## src/rtl/nibble_serial_adder_ctrl.sv

```systemverilog
// nibble_serial_adder_ctrl: nibble-serial WIDTH-bit adder with valid/ready handshakes
//
// Adds two WIDTH-bit operands one nibble per clock through a shared 4-bit
// ripple slice built from four full_adder cells, LSB nibble first, with the
// inter-nibble carry held in a register.
//
// Ports:
//   clk       rising-edge clock
//   rst       asynchronous active-high reset
//   in_valid  operand pair offered        in_ready  block can accept operands
//   a, b      WIDTH-bit operands          sub       1 = a - b (NSA_SUB_EN only)
//   out_valid result held on sum/cout     out_ready consumer accepts result
//   sum       registered WIDTH-bit result cout      registered final carry
//   busy      high while RUN or DONE
//
// Configuration macro NSA_SUB_EN: when defined, sub selects two's-complement
// subtraction; when undefined the block is add-only and sub is ignored.

module full_adder (
    input  logic x,
    input  logic y,
    input  logic ci,
    output logic s,
    output logic co
);
    assign s  = x ^ y ^ ci;
    assign co = (x & y) | (ci & (x ^ y));
endmodule

module nibble_serial_adder_ctrl #(
    parameter int WIDTH = 16
) (
    input  logic             clk,
    input  logic             rst,
    input  logic             in_valid,
    output logic             in_ready,
    input  logic [WIDTH-1:0] a,
    input  logic [WIDTH-1:0] b,
    input  logic             sub,
    output logic             out_valid,
    input  logic             out_ready,
    output logic [WIDTH-1:0] sum,
    output logic             cout,
    output logic             busy
);
    localparam int NIB = WIDTH / 4;
    localparam int CW  = NIB > 1 ? $clog2(NIB) : 1;

    typedef enum logic [1:0] {IDLE, RUN, DONE} state_t;

    state_t           state;
    logic [WIDTH-1:0] a_q, b_q;
    logic             carry_q;
    logic [CW-1:0]    nib_cnt;
    logic [3:0]       sa, sb, ss;
    logic [4:0]       c;
    logic             sub_en;

`ifdef NSA_SUB_EN
    assign sub_en = sub;
`else
    logic unused_sub;
    assign unused_sub = sub;
    assign sub_en     = 1'b0;
`endif

    // Nibble select: bit offset is nib_cnt * 4.
    assign sa   = a_q[{nib_cnt, 2'b00} +: 4];
    assign sb   = b_q[{nib_cnt, 2'b00} +: 4];
    assign c[0] = carry_q;

    for (genvar i = 0; i < 4; i++) begin : g_slice
        full_adder u_fa (
            .x  (sa[i]),
            .y  (sb[i]),
            .ci (c[i]),
            .s  (ss[i]),
            .co (c[i+1])
        );
    end

    assign in_ready  = state == IDLE;
    assign out_valid = state == DONE;
    assign busy      = state != IDLE;

    always_ff @(posedge clk or posedge rst) begin
        if (rst) begin
            state   <= IDLE;
            a_q     <= '0;
            b_q     <= '0;
            carry_q <= 1'b0;
            nib_cnt <= '0;
            sum     <= '0;
            cout    <= 1'b0;
        end else begin
            case (state)
                IDLE: if (in_valid) begin
                    // Subtraction is a + ~b + 1: invert b and seed the carry.
                    a_q     <= a;
                    b_q     <= sub_en ? ~b : b;
                    carry_q <= sub_en;
                    nib_cnt <= '0;
                    sum     <= '0;
                    state   <= RUN;
                end
                RUN: begin
                    sum[{nib_cnt, 2'b00} +: 4] <= ss;
                    carry_q                    <= c[4];
                    if (nib_cnt == CW'(NIB - 1)) begin
                        cout    <= c[4];
                        nib_cnt <= '0;
                        state   <= DONE;
                    end else begin
                        nib_cnt <= nib_cnt + 1'b1;
                    end
                end
                DONE: if (out_ready) state <= IDLE;
                default: state <= IDLE;
            endcase
        end
    end
endmodule
```

## config.mk

```make
export PLATFORM = sky130hd
export DESIGN_NAME = nibble_serial_adder_ctrl
export DESIGN_NICKNAME = d
export VERILOG_FILES = /design/src/rtl/nibble_serial_adder_ctrl.sv
export SDC_FILE = /design/constraint.sdc
export NUM_CORES = 1
export LEC_CHECK = 0
export CORE_MARGIN = 2
export CORE_UTILIZATION = 45
export CTS_CLUSTER_DIAMETER = 40
export CTS_CLUSTER_SIZE = 24
export DETAILED_ROUTE_END_ITERATION = 7
export PLACE_DENSITY = 0.83
export SYNTH_ARGS = -nofsm -noshare
export SYNTH_HDL_FRONTEND = slang
export SYNTH_SLANG_ARGS = --single-unit
```

## constraint.sdc

```tcl
create_clock -name clk -period 3 [get_ports clk]
set_clock_uncertainty 0.1 [all_clocks]
set_input_delay 0.45 -clock clk [delete_from_list [all_inputs] [get_ports clk]]
set_output_delay 0.45 -clock clk [all_outputs]
set_load 0.05 [all_outputs]
```

==> results.cfg, run 1 <==
[global_route]
grt_max_degree = 22
grt_pass1_wl_um = 8160
antenna_found_initial = 0
grt_pass1_vias = 1672
grt_usage = 0.170
overflow = 0

[logic_synthesis]
syn_area_per_cell_um2 = 13.8
syn_inst = 189
ys_top_cells_by_area = dfrtp_1 (52%), mux2_4 (17%), mux4_2 (6.9%)
yosysTopAreaCellShare = 0.520
seq_area_frac_synth = 0.520
ys_warn_count = 0
synthesis.area_um2 = 2600
syn-num-nets = 234
synth_top_area_cell = dfrtp_1
synth-seq-cells = 54
synth_cell_types = 26

[timing]
setup_violations = 0
rsz0062_at_grt = false
slew_headroom = 0.661
drv_slew = 0
finalCritPeriodShare = 0.938
fin_tns_setup_ns = 0
period_needed_ns = 2.81
worst_pin_slew_ns = 0.509
timing.hold.ws_ns = 0.333
finalHoldViolCount = 0
layout_setup_ws_ns = 0.187
fmax_ghz = 0.355

[clock_tree]
clockBufferDepth = 2
cts_hold_buf = 0
cts_inserted_buffers = 5
clock-sinks = 54
htreeDepth = 2
clock-root-buffer = clkbuf_8
clock_latency_ns = 0.31
clkTransAtPathRegs_ns = 0.09
cts_tree = built

[detailed_routing]
dr_total_vias = 1611
drt-pass1-iter-count = 4
drc_errors = 0
drtIter0Drc = 65
viasPerCell = 4.99
postRouteWirelength_um = 4940
wl_per_cell_um = 15.3
ant_nets = 0

[pwr]
ir_drop_uv = 581
leakagePower_nw = 1.47
power_density_nw_per_um2 = 1180

[worst_setup_path]
cp-startpoint = nib_cnt[0]$_DFFE_PP0P_
cp_top_family = adder cells
rr_startpoint = nib_cnt[0]$_DFFE_PP0P_
cp_slowest_stage_delay_ns = 0.57
cp_max_fo = 6
critPathSlowestCell = fa_1
crit_chain = mux4_2 > inv_1 > fa_1 > inv_1 > fa_1 > inv_1 > fa_1 > fa_1 > o22ai_1
crit_type = reg -> reg
critPathBufInv = 3
cp.required_ns = 3.09
worst_path_most_repeated_cell = fa_1
startpoint_type = flip-flop
end_kind = flip-flop
worstPathArrival_ns = 2.90

[place]
placed_cell_area_um2 = 3240
place_ws_ns = 0.154
dpl.hpwl_um = 3870
place_congestion = 0.793
port_buffers = 55

[cells_and_area]
fin_area_um2 = 3340
mostFrequentLayoutCell = clkdlybuf4s50_1
area_growth_pct = 28.3
nNetsFinal = 295
antenna_cells = 0
finish.utilization = 0.602
mostFrequentLayoutCells = clkdlybuf4s50_1 (55), dfrtp_1 (53), mux2_4 (30), inv_1 (29), o22ai_1 (16)
drive_gt1_frac = 0.235

[die]
row_count = 27
fp.coreArea_um2 = 5540
dieArea_um2 = 6400
start_util = 0.469
io_pins = 57
die_w_um = 80.0
die_y_um = 80.0

[job]
max_cap_viol_count = 0

[status]
status = finished, final reports clean

[hold_path]
min_path_type = in -> async
==> final timing paths <==
kind,to,slack (ns),depth (start not counted)
worst max register to register,sum[7]$_DFFE_PP0P_,0.19,9
worst min register to register,cout$_DFFE_PP0P_,0.39,2
min in group clk,cout$_DFFE_PP0P_,0.39,2
worst min-delay path,b_q[4]$_DFFE_PP0P_,0.33,2
max in group asynchronous,a_q[13]$_DFFE_PP0P_,1.87,3
worst max-delay path,sum[7]$_DFFE_PP0P_,0.19,9
==> per-stage QoR <==
stage / power [W] / std cells
after detailed placement: 0.00354 / 315
after global routing: 0.00422 / 323
after global placement: 0.00345 / 315
final: 0.00393 / 323
after CTS: 0.00396 / 323
after floorplan: 0.00293 / 189
==> cells by family after synthesis <==
kind of cell / after synthesis / synth area share
adder cells (fa/ha/maj): 8 / 0.0501
multiplexers: 40 / 0.251
AND/OR/NAND/NOR: 21 / 0.0452
AO/OA/AOI/OAI: 27 / 0.0645
buffers and inverters: 39 / 0.0693
flip-flops: 54 / 0.520
==> synthesized netlist by cell type, drive strengths merged <==
| cell type | instances |
|---|---|
| dfrtp | 54 |
| mux2 | 32 |
| inv | 31 |
| o22ai | 16 |
| mux4 | 8 |
| nand2 | 8 |
| buf | 7 |
| a21oi | 5 |
| fa | 4 |
| ha | 4 |
| nand2b | 4 |
| nand3b | 2 |
| o21ai | 2 |
| o31ai | 2 |
| or3 | 2 |
| a32o | 1 |
| and2 | 1 |
| clkbuf | 1 |
| nand4b | 1 |
| nor2 | 1 |
| nor3b | 1 |
| o21bai | 1 |
| or2 | 1 |
==> metal layers <==
layer | part of all wire | GRT usage
met5 | 0 | 0
met4 | 0.013 | 0.0559
met3 | 0.046 | 0.0373
met2 | 0.49 | 0.286
met1 | 0.46 | 0.217
==> repair_timing <==
action	4_1_cts	5_1_grt
buffers inserted	0	0
resized for setup	0	1
setup endpoints to repair	0	1
==> power breakdown <==
| part | total (W) | leakage [nW] | internal, W | switching (W) |
|---|---|---|---|---|
| combinational | 0.00223 | 0.746 | 0.00111 | 0.00112 |
| sequential | 0.00129 | 0.671 | 0.00105 | 0.000233 |
| clock | 0.000418 | 0.0482 | 0.000187 | 0.000231 |
==> registers in the layout, indices dropped and copies added (netlist names) <==
register / cells
b_q: 16
nib_cnt: 2
sum: 16
carry_q: 1
state: 2
cout: 1
a_q: 16
==> final cells by class <==
type	instances	area, µm²
multi-input cells	96	1070
repair buffers	62	616
well taps	72	90.1
fillers	442	2200
flip-flops and latches	54	1350
clock buffers	7	86.3
inverters	31	116
clock inverters	1	5.00
Note: power is estimated with default switching activity, not from simulation.
==> run 2: changes to the inputs <==
- CORE_UTILIZATION: 45 -> 55
- DONT_BUFFER_PORTS: unset -> 1
- PLACE_DENSITY: 0.83 -> 0.73
==> results.cfg, run 2 (same netlist as run 1, synthesis figures left out) <==
[clock_tree]
cts_inserted_buffers = 5
post_cts_buffers = 0
cts_tree = built
cts_hold_buf = 0
ctsResizeCount = 0
clock_latency_ns = 0.30
clockBufferDepth = 2
htreeDepth = 2
clkTransAtPathRegs_ns = 0.09
clock-sinks = 54
clock-root-buffer = clkbuf_8

[timing]
finalHoldViolCount = 0
worst_pin_slew_ns = 1.07
fin_tns_setup_ns = 0
layout_setup_ws_ns = 0.147
fmax_ghz = 0.350
setup_violations = 0
rsz0062_at_grt = false
period_needed_ns = 2.85
finalCritPeriodShare = 0.951
slew_headroom = 0.283
drv_slew = 0

[cells_and_area]
mostFrequentLayoutCell = dfrtp_1
fillers = 365
seqCellArea_um2 = 1350
area_growth_pct = 6.64
antenna_cells = 0
drive_gt1_frac = 0.299
top_regs = a_q (16), b_q (16), sum (16)
mostFrequentLayoutCells = dfrtp_1 (53), mux2_4 (30), inv_1 (29), o22ai_1 (16)
multiInputGateArea_um2 = 1070
nNetsFinal = 241

[global_route]
grt_pass1_vias = 1605
antenna_found_initial = 0
grt_max_degree = 55
grt_usage = 0.192
overflow = 0
grt_pass1_wl_um = 7580

[place]
place_ws_ns = 0.109
port_buffers = 0
dpl.hpwl_um = 3490
place_congestion = 0.771

[worst_setup_path]
crit_end = sum[7]$_DFFE_PP0P_
crit_chain = mux4_2 > inv_1 > fa_1 > inv_1 > fa_1 > inv_1 > fa_1 > fa_1 > o22ai_1
path_depth = 9
cp_top_family = adder cells
end_kind = flip-flop
critPathSlowestCell = fa_1
reg2reg_to = sum[7]$_DFFE_PP0P_
worstPathArrival_ns = 2.94
worst_path_most_repeated_cell = fa_1
crit_type = reg -> reg
cp_max_fo = 5
r2r_slack_ns = 0.15
cp_slowest_stage_delay_ns = 0.60
critPathBufInv = 3
cp-startpoint = nib_cnt[0]$_DFFE_PP0P_
startpoint_type = flip-flop
reg2reg_depth = 9
cp.required_ns = 3.08
rr_startpoint = nib_cnt[0]$_DFFE_PP0P_

[die]
dieArea_um2 = 5290
die_w_um = 72.8
die_y_um = 72.8
start_util = 0.562
fp.coreArea_um2 = 4630
row_count = 25
io_pins = 57

[detailed_routing]
viasPerCell = 5.80
dr_total_vias = 1457
ant_nets = 0
drtIter0Drc = 126
postRouteWirelength_um = 4670
drc_errors = 0
wl_per_cell_um = 18.6
drt-pass1-iter-count = 5

[hold_path]
worstHoldStart = out_ready
min_path_type = in -> reg

[pwr]
power_density_nw_per_um2 = 1380
leakagePower_nw = 1.27
ir_drop_uv = 624

[job]
max_cap_viol_count = 0

[status]
status = finished, final reports clean
run 2: final cells by class:
type,instances,area share
Multi-Input combinational cell,96,0.386
Inverter,31,0.0420
Sequential cell,54,0.488
Tap cell,54,0.0244
Timing Repair Buffer,8,0.0217
Clock buffer,7,0.0275
Clock inverter,1,0.0108
run 2: power by group:
| part | switching, W | internal (W) | total [W] |
|---|---|---|---|
| registers | 0.000477 | 0.00105 | 0.00152 |
| logic | 0.000885 | 0.000942 | 0.00183 |
| clock network | 0.000226 | 0.000250 | 0.000476 |
| total | 0.00159 | 0.00224 | 0.00383 |
run 2: stage by stage:
step / std cells / utilization / hold slack, ns / instance area [µm²] / power [W]
after CTS: 251 / 0.599 / 0.116 / 2770 / 0.00383
after detailed placement: 243 / 0.576 / 0.394 / 2670 / 0.00336
final: 251 / 0.599 / 0.123 / 2770 / 0.00383
after floorplan: 189 / - / 0.350 / 2600 / 0.00293
after global placement: 243 / 0.576 / 0.372 / 2670 / 0.00329
after global routing: 251 / 0.599 / 0.116 / 2770 / 0.00404
run 2: per-layer routing:
layer  GRT usage  vias to the layer above  share of wire
met5           0                        -              0
met4      0.0844                        0          0.022
met3      0.0511                        7          0.044
met2       0.302                       48           0.49
met1       0.253                      740           0.45
li1            -                      662              -
run 2: how the worst min path moves through the flow:
stage	cells past startpoint	to
2_1_floorplan	2	carry_q$_DFFE_PP0P_
3_3_place_gp	2	carry_q$_DFFE_PP0P_
3_5_place_dp	1	a_q[5]$_DFFE_PP0P_
4_1_cts	1	state[1]$_DFFE_PP0P_
5_1_grt	1	state[1]$_DFFE_PP0P_
6_report	1	state[1]$_DFFE_PP0P_
run 2: worst reg2reg max path: stages (launching register included):
cell and delay, ns:
dfrtp_2 0.47, mux4_2 0.36, inv_1 0.06, fa_1 0.38, inv_1 0.07, fa_1 0.17, inv_1 0.06, fa_1 0.39
fa_1 0.60, o22ai_1 0.09
